[src/rtl/mem_copy_engine_pkg.sv]
// Shared memory-bus definitions: command encodings, fixed I/O addresses
// and the copy engine state type.
package mem_bus_pkg;

  localparam logic [1:0] MEM_NONE  = 2'b00;
  localparam logic [1:0] MEM_READ  = 2'b01;
  localparam logic [1:0] MEM_WRITE = 2'b10;

  localparam logic [8:0] LED_ADDR = 9'h100;
  localparam logic [8:0] SW_ADDR  = 9'h140;
  localparam logic [8:0] RAM_TOP  = 9'h0FF;

  // ST_ prefix keeps the state names clear of the RD_WAIT parameter.
  typedef enum logic [2:0] {
    ST_IDLE     = 3'd0,
    ST_RD_ISSUE = 3'd1,
    ST_RD_WAIT  = 3'd2,
    ST_WR       = 3'd3,
    ST_DONE     = 3'd4
  } copy_state_t;

endpackage

[src/rtl/mem_copy_engine.sv]
// Block copy engine: a bus initiator that reads LEN words from SRC and
// writes them to DST, one word at a time (read, wait, write).
//
// Bus handshake: there is no valid/ready pair. mem_cmd is the command
// qualifier; a read is held at a stable address for 1+RD_WAIT cycles and
// read_data is sampled on the last of those edges; a write is presented
// for exactly one cycle and the responder commits it on that cycle's
// closing edge. Every output comes straight from a flop.
module mem_copy_engine
  import mem_bus_pkg::*;
#(
  parameter int ADDR_W  = 9,
  parameter int DATA_W  = 16,
  parameter int RD_WAIT = 1
) (
  input  logic              clk,
  input  logic              reset_n,
  input  logic              start,
  input  logic [ADDR_W-1:0] src_addr,
  input  logic [ADDR_W-1:0] dst_addr,
  input  logic [ADDR_W-1:0] len,
  output logic              busy,
  output logic              done,
  output logic [ADDR_W-1:0] xfer_count,
  output logic [1:0]        mem_cmd,
  output logic [ADDR_W-1:0] mem_addr,
  output logic [DATA_W-1:0] write_data,
  input  logic [DATA_W-1:0] read_data,
  output logic [2:0]        dbg_state
);

  localparam int CNT_W = (RD_WAIT < 1) ? 1 : $clog2(RD_WAIT + 1);
  localparam logic [CNT_W-1:0] WAIT_FIRST = CNT_W'(1);
  localparam logic [CNT_W-1:0] WAIT_LAST  = CNT_W'(RD_WAIT);

  copy_state_t       state_q, state_d;
  logic              armed_q, armed_d;
  logic [ADDR_W-1:0] cur_src_q, cur_src_d;
  logic [ADDR_W-1:0] cur_dst_q, cur_dst_d;
  logic [ADDR_W-1:0] remaining_q, remaining_d;
  logic [ADDR_W-1:0] xfer_count_q, xfer_count_d;
  logic [CNT_W-1:0]  wait_cnt_q, wait_cnt_d;
  logic              busy_q, busy_d;
  logic              done_q, done_d;
  logic [1:0]        mem_cmd_q, mem_cmd_d;
  logic [ADDR_W-1:0] mem_addr_q, mem_addr_d;
  // write_data_q doubles as the data buffer: it captures read_data and
  // then holds it through the write and beyond.
  logic [DATA_W-1:0] write_data_q, write_data_d;

  // Next-state and next-output logic; bus outputs are computed for the
  // state being entered so they are registered with it.
  always_comb begin
    state_d      = state_q;
    armed_d      = 1'b1;
    cur_src_d    = cur_src_q;
    cur_dst_d    = cur_dst_q;
    remaining_d  = remaining_q;
    xfer_count_d = xfer_count_q;
    wait_cnt_d   = wait_cnt_q;
    write_data_d = write_data_q;
    mem_cmd_d    = MEM_NONE;
    mem_addr_d   = '0;
    done_d       = 1'b0;

    case (state_q)
      ST_IDLE: begin
        // armed_q is low on the first edge after reset release, so a start
        // coincident with that release is dropped.
        if (start && armed_q) begin
          cur_src_d    = src_addr;
          cur_dst_d    = dst_addr;
          remaining_d  = len;
          xfer_count_d = '0;
          if (len != '0) begin
            state_d    = ST_RD_ISSUE;
            mem_cmd_d  = MEM_READ;
            mem_addr_d = src_addr;
          end else begin
            state_d = ST_DONE;
          end
        end
      end

      ST_RD_ISSUE: begin
        if (RD_WAIT == 0) begin
          write_data_d = read_data;
          state_d      = ST_WR;
          mem_cmd_d    = MEM_WRITE;
          mem_addr_d   = cur_dst_q;
        end else begin
          state_d    = ST_RD_WAIT;
          wait_cnt_d = WAIT_FIRST;
          mem_cmd_d  = MEM_READ;
          mem_addr_d = cur_src_q;
        end
      end

      ST_RD_WAIT: begin
        if (wait_cnt_q == WAIT_LAST) begin
          write_data_d = read_data;
          state_d      = ST_WR;
          mem_cmd_d    = MEM_WRITE;
          mem_addr_d   = cur_dst_q;
        end else begin
          wait_cnt_d = wait_cnt_q + WAIT_FIRST;
          mem_cmd_d  = MEM_READ;
          mem_addr_d = cur_src_q;
        end
      end

      ST_WR: begin
        // Address arithmetic wraps modulo 2^ADDR_W by construction.
        xfer_count_d = xfer_count_q + ADDR_W'(1);
        cur_src_d    = cur_src_q + ADDR_W'(1);
        cur_dst_d    = cur_dst_q + ADDR_W'(1);
        remaining_d  = remaining_q - ADDR_W'(1);
        if (remaining_q == ADDR_W'(1)) begin
          state_d = ST_DONE;
        end else begin
          state_d    = ST_RD_ISSUE;
          mem_cmd_d  = MEM_READ;
          mem_addr_d = cur_src_q + ADDR_W'(1);
        end
      end

      ST_DONE: begin
        state_d = ST_IDLE;
        done_d  = 1'b1;
      end

      default: state_d = ST_IDLE;
    endcase

    busy_d = (state_d != ST_IDLE);
  end

  // State and output registers; reset drops the bus to idle immediately.
  always_ff @(posedge clk or negedge reset_n) begin
    if (!reset_n) begin
      state_q      <= ST_IDLE;
      armed_q      <= 1'b0;
      cur_src_q    <= '0;
      cur_dst_q    <= '0;
      remaining_q  <= '0;
      xfer_count_q <= '0;
      wait_cnt_q   <= '0;
      busy_q       <= 1'b0;
      done_q       <= 1'b0;
      mem_cmd_q    <= MEM_NONE;
      mem_addr_q   <= '0;
      write_data_q <= '0;
    end else begin
      state_q      <= state_d;
      armed_q      <= armed_d;
      cur_src_q    <= cur_src_d;
      cur_dst_q    <= cur_dst_d;
      remaining_q  <= remaining_d;
      xfer_count_q <= xfer_count_d;
      wait_cnt_q   <= wait_cnt_d;
      busy_q       <= busy_d;
      done_q       <= done_d;
      mem_cmd_q    <= mem_cmd_d;
      mem_addr_q   <= mem_addr_d;
      write_data_q <= write_data_d;
    end
  end

  assign busy       = busy_q;
  assign done       = done_q;
  assign xfer_count = xfer_count_q;
  assign mem_cmd    = mem_cmd_q;
  assign mem_addr   = mem_addr_q;
  assign write_data = write_data_q;
  assign dbg_state  = state_q;

endmodule

[config.mk]
export PLATFORM = sky130hd
export DESIGN_NAME = mem_copy_engine
export DESIGN_NICKNAME = d
export VERILOG_FILES = /design/src/rtl/mem_copy_engine_pkg.sv /design/src/rtl/mem_copy_engine.sv
export SDC_FILE = /design/constraint.sdc
export NUM_CORES = 1
export LEC_CHECK = 0
export ABC_AREA = 1
export ABC_CLOCK_PERIOD_IN_PS = 3970
export CORE_ASPECT_RATIO = 1.25
export CORE_UTILIZATION = 54
export DETAILED_ROUTE_END_ITERATION = 10
export PLACE_DENSITY_LB_ADDON = 0.12
export SLEW_MARGIN = 15
export SYNTH_ARGS = -nofsm -noshare
export SYNTH_HDL_FRONTEND = slang
export SYNTH_SLANG_ARGS = --single-unit
export TNS_END_PERCENT = 20
[constraint.sdc]
create_clock -name clk -period 3.97 [get_ports clk]
set_input_delay 0.794 -clock clk [delete_from_list [all_inputs] [get_ports clk]]
set_output_delay 0.794 -clock clk [all_outputs]
set_load 0.01 [all_outputs]
==> out/metrics.csv, run 1 <==
metric;value;unit
Final Max Tran Viols;0;
top_reg_cell synth;dfrtp_1;
register area share after synthesis;0.476;
Synth area leader;dfrtp_1;
CP Data Arrival Time;2.48;ns
commonest non-fill, non-tap cell in the layout;nand2_1;
dpl cell area;4580;um^2
reg2reg start;dbg_state[0]$_DFF_PN0_;
DP Wirelength;6.42;mm
clock tree root driver cell;clkbuf_8;
LEAKAGE;2.32;nW
vias in the first global route;3450;
EDFF count, synth;0;
drt first pass iters;6;
clock skew;0.00675;ns
Filler cells;515;
top cell type's share of synthesized area;0.476;
Total GRT Usage;0.281;
largest net degree at the start of global routing;42;
RSZ-0062 raised after global routing;no;
Final Net Count;632;
first-pass GRT wire length;15.2;mm
row cnt;33;
fin crit period;2.20;ns
crit-path max FO;17;
crit path cell chain;clkdlybuf4s50_1, nand2_1, inv_1, nand3_2, nand2_4, inv_2, nor2_1, nand2_1, nand2_1;
share of layout cells above drive strength 1;0.0497;
Crit Path Category;in2reg;
cells after synthesis;497;
Worst Path Required;4.25;ns
Sink Count;70;
slowest stage cell, crit path;clkdlybuf4s50_1;
Post-CTS Resized;0;
Post-Syn Nets;548;
antenna viol nets, final;0;
clock latency on the worst-skew pair;0.34;ns
Post-CTS Setup Inserts;0;
Post-Syn Area;3680;um^2
Hold/Removal Path Class;reg2reg;
Die Ht;94.3;um
asr flop ratio synth;1.00;
Pwr Density;729;nW/um^2
fmax;455;MHz
reg2reg setup slack;1.86;ns
# hold bufs at CTS;0;
Max VDD drop;0.000446;V
crit share post-route;0.554;
critical path startpoint category;input pin;
Die ar.;7150;um^2
core box area;6570;um^2
Synth Register Bits;70;
clk buf depth;2;
P&R area growth vs syn;29.1;%
warning count from the yosys run;0;
initial core utilization;0.561;
DR DRC count;0;
Top delay family on crit path;simple AND/OR/NAND/NOR gates;
setup_tns;0;ns
Crit. End Element;register;
vias post-DR;3615;
Fin. Hold Viols;0;
Hold Path Sink;write_data[9]$_DFFE_PN0P_;
Hold Path Stages;2;
Final setup viols;0;
Worst R2R End;cur_dst_q[6]$_DFFE_PN0P_;
Buf/Inv on CP;3;
syn avg cell area;7.41;um^2
total gr overflow;0;
Yosys cell types;29;
Least-Margin Pin Slew;0.923;ns
Placed Cells;657;
fin cells;671;
Port Buf Inserts;86;
Reg clk slew, reported paths;0.07;ns
fin util;0.724;
worst setup path start;start;
final instance area;4750;um^2
initial antenna violation count;0;
slowest stage delay, CP;0.45;ns
CTS Buf Count;9;
die width;75.8;um
H-tree depth;3;
WL per Instance;13.7;um
# IOs;87;
routed wire length;9.22;mm
reported max-cap violation count;0;
vias per cell;5.39;
Overall Power;3.46;mW
GPL Wtd Cong;0.825;
most frequent cells in the layout;169 x nand2_1, 85 x clkdlybuf4s50_1, 70 x dfrtp_1;
most frequent CP cell;nand2_1;
outcome;finished clean;
Worst Hold Launch;write_data[9]$_DFFE_PN0P_;
Max-slew headroom;0.385;
Synth area leaders;dfrtp_1 48%, nand2_1 17%, nand3_1 7.2%;
# diodes;0;
R2R cell count;9;
CTS tree;done;
initial DRC count;319;
## final cells by class
cell class	count	area, um^2	share of cell area
Inverter	54	203	0.0427
Sequential cell	70	1750	0.369
Clock buffer	13	169	0.0356
Multi-Input combinational cell	358	1640	0.346
Tap cell	87	109	0.0229
Clock inverter	1	5.00	0.00105
Timing Repair Buffer	88	871	0.183
## where the power goes
part | switching [mW] | internal, mW
registers | 0.281 | 1.02
logic | 0.937 | 0.697
clock network | 0.254 | 0.271
## metal layers
layer,track usage,part of all wire,vias to the layer above
li1,-,-,1752
met1,0.335,0.41,1660
met4,0.140,0.028,0
met3,0.0687,0.074,29
met2,0.464,0.49,174
met5,0,0,-
## per-stage QoR
step                hold slack, ns  setup slack (ns)
finish                       0.480              1.77
global route                 0.504              1.57
CTS                          0.484              1.77
detailed placement           0.464              1.42
global placement             0.463              1.46
floorplan                    0.474              2.36
## flip-flops by register name, summed over array words and instances (netlist names)
| register | cells |
|---|---|
| armed_q | 1 |
| busy | 1 |
| cur_dst_q | 9 |
| cur_src_q | 9 |
| dbg_state | 3 |
| done | 1 |
| mem_addr | 9 |
| mem_cmd | 2 |
| remaining_q | 9 |
| wait_cnt_q | 1 |
| write_data | 16 |
| xfer_count | 9 |
## Yosys cell counts, types with 7 or more instances
library cell,number
nand2_1,169
dfrtp_1,70
nand3_1,53
nor2_1,51
inv_1,50
o21ai_0,19
nand4_1,16
a21oi_1,11
buf_2,7
## how the worst max path moves through the flow
stage / endpoint / slack (ns) / cells past startpoint
final: cur_dst_q[6]$_DFFE_PN0P_ / 1.77 / 9
after global routing: cur_dst_q[6]$_DFFE_PN0P_ / 1.57 / 9
after CTS: dbg_state[0] / 1.77 / 1
after detailed placement: cur_dst_q[6]$_DFFE_PN0P_ / 1.42 / 9
after global placement: cur_src_q[4]$_DFFE_PN0P_ / 1.46 / 8
after floorplan: cur_dst_q[8]$_DFFE_PN0P_ / 2.36 / 8
## logic make-up after synthesis
kind of cell | count (synthesis) | synth area share
other cells | 1 | 0.00102
compound gates | 46 | 0.0704
simple gates | 302 | 0.348
xor+xnor | 4 | 0.00952
buf+inv | 69 | 0.0778
flops | 70 | 0.476
fa+ha+maj | 5 | 0.0170
## tightest hold or removal path: stages, from the launching register on
cell and delay [ns]:
dfrtp_1 0.35, nand2_1 0.05, nand2_1 0.05
(Power assumes the default switching activity.)
==> run 2: changes to the inputs <==
--- a/config.mk
+++ b/config.mk
@@ -6,9 +6,9 @@
 export NUM_CORES = 1
 export LEC_CHECK = 0
 export ABC_AREA = 1
-export ABC_CLOCK_PERIOD_IN_PS = 3970
+export ABC_CLOCK_PERIOD_IN_PS = 2100
 export CORE_ASPECT_RATIO = 1.25
-export CORE_UTILIZATION = 54
+export CORE_UTILIZATION = 50
 export DETAILED_ROUTE_END_ITERATION = 10
 export PLACE_DENSITY_LB_ADDON = 0.12
 export SLEW_MARGIN = 15
==> constraint.sdc (replaced) <==
create_clock -name clk -period 2.1 [get_ports clk]
set_input_delay 0.42 -clock clk [delete_from_list [all_inputs] [get_ports clk]]
set_output_delay 0.42 -clock clk [all_outputs]
set_load 0.01 [all_outputs]
==> run 2 against run 1 <==
Effect of this change: global-route usage down 0.39 points; final cell count grew 1.3%; total power increased by 94%.
==> out/metrics.csv, run 2 (synthesis results as in run 1) <==
metric;value;unit
largest net degree at the start of global routing;71;
vias per cell;5.36;
clock latency on the worst-skew pair;0.36;ns
Post-CTS Setup Inserts;0;
Filler cells;614;
Max VDD drop;0.000743;V
commonest non-fill, non-tap cell in the layout;nand2_1;
drt first pass iters;5;
slowest stage cell, crit path;clkdlybuf4s50_1;
row cnt;34;
initial antenna violation count;0;
dpl cell area;4620;um^2
reg2reg start;dbg_state[0]$_DFF_PN0_;
initial DRC count;250;
Placed Cells;664;
initial core utilization;0.521;
Final Net Count;636;
clock skew;0.0122;ns
Buf/Inv on CP;1;
Die Ht;97.9;um
worst setup path start;dbg_state[0]$_DFF_PN0_;
antenna viol nets, final;0;
WL per Instance;14.3;um
Fin. Hold Viols;0;
crit share post-route;0.870;
first-pass GRT wire length;16.5;mm
fin crit period;1.83;ns
Setup WS pre-CTS;0.229;ns
clk buf depth;2;
Post-CTS Resized;0;
CP Data Arrival Time;1.41;ns
vias post-DR;3642;
vias in the first global route;3657;
P&R area growth vs syn;30.8;%
Top delay family on crit path;buffers and inverters;
Least-Margin Pin Slew;0.553;ns
clock tree root driver cell;clkbuf_8;
reported max-cap violation count;0;
Die ar.;7710;um^2
critical path startpoint category;register;
Sink Count;70;
# IOs;87;
total gr overflow;0;
H-tree depth;3;
fmax;547;MHz
Crit Path Category;reg2out;
Reg clk slew, reported paths;0.08;ns
CTS Buf Count;9;
most frequent cells in the layout;169 x nand2_1, 85 x clkdlybuf4s50_1, 70 x dfrtp_1;
core box area;7060;um^2
Crit. End Element;output pin;
share of layout cells above drive strength 1;0.0593;
final instance area;4810;um^2
Worst Path Required;1.68;ns
# hold bufs at CTS;0;
fin cells;680;
Total GRT Usage;0.277;
die width;78.7;um
# diodes;0;
DP Wirelength;6.84;mm
CTS tree;done;
setup_tns;0;ns
LEAKAGE;2.35;nW
slowest stage delay, CP;0.58;ns
crit path cell chain;clkdlybuf4s50_1;
DR DRC count;0;
Hold/Removal Path Class;in2async;
GPL Wtd Cong;0.864;
Final setup viols;0;
Port Buf Inserts;86;
outcome;finished clean;
Pwr Density;1390;nW/um^2
Final WS setup;0.273;ns
Final Max Tran Viols;0;
crit-path max FO;7;
max reg flops;16;
Max-slew headroom;0.628;
RSZ-0062 raised after global routing;no;
routed wire length;9.74;mm
-- run 2: final cells by class --
class / count / area [um^2] / area share
clock inverters: 6 / 62.6 / 0.0130
flip-flops and latches: 70 / 1750 / 0.364
clock buffers: 10 / 128 / 0.0265
repair buffers: 92 / 913 / 0.190
well taps: 90 / 113 / 0.0234
inverters: 54 / 203 / 0.0421
multi-input cells: 358 / 1640 / 0.341
-- run 2: worst paths after layout --
kind                            cells after the start                        end  slack [ns]
worst min-delay path                                2          armed_q$_DFF_PN0_        0.07
worst min register to register                      2  write_data[5]$_DFFE_PN0P_        0.49
worst max register to register                      8   cur_dst_q[6]$_DFFE_PN0P_        0.48
worst max-delay path                                1               dbg_state[0]        0.27
min in group clk                                    2  write_data[5]$_DFFE_PN0P_        0.49
max in group asynchronous                           2   cur_src_q[6]$_DFFE_PN0P_        1.71
-- run 2: power breakdown --
group,switching [mW],internal (mW),leakage (nW)
registers,0.516,1.93,0.865
clock network,0.531,0.547,0.100
logic,1.83,1.35,1.39
total,2.88,3.83,2.35
-- run 2: per-layer routing --
metal	part of all wire	global-route usage
met1	0.42	0.330
met2	0.49	0.462
met3	0.063	0.0579
met4	0.034	0.154
met5	0	0
-- run 2: per-stage QoR --
step,hold WS [ns],power [mW],util
finish,0.0706,6.71,0.682
global route,0.0931,7.26,0.682
CTS,0.0870,6.72,0.682
detailed placement,0.464,5.63,0.655
global placement,0.461,5.51,0.655
floorplan,0.124,4.36,-
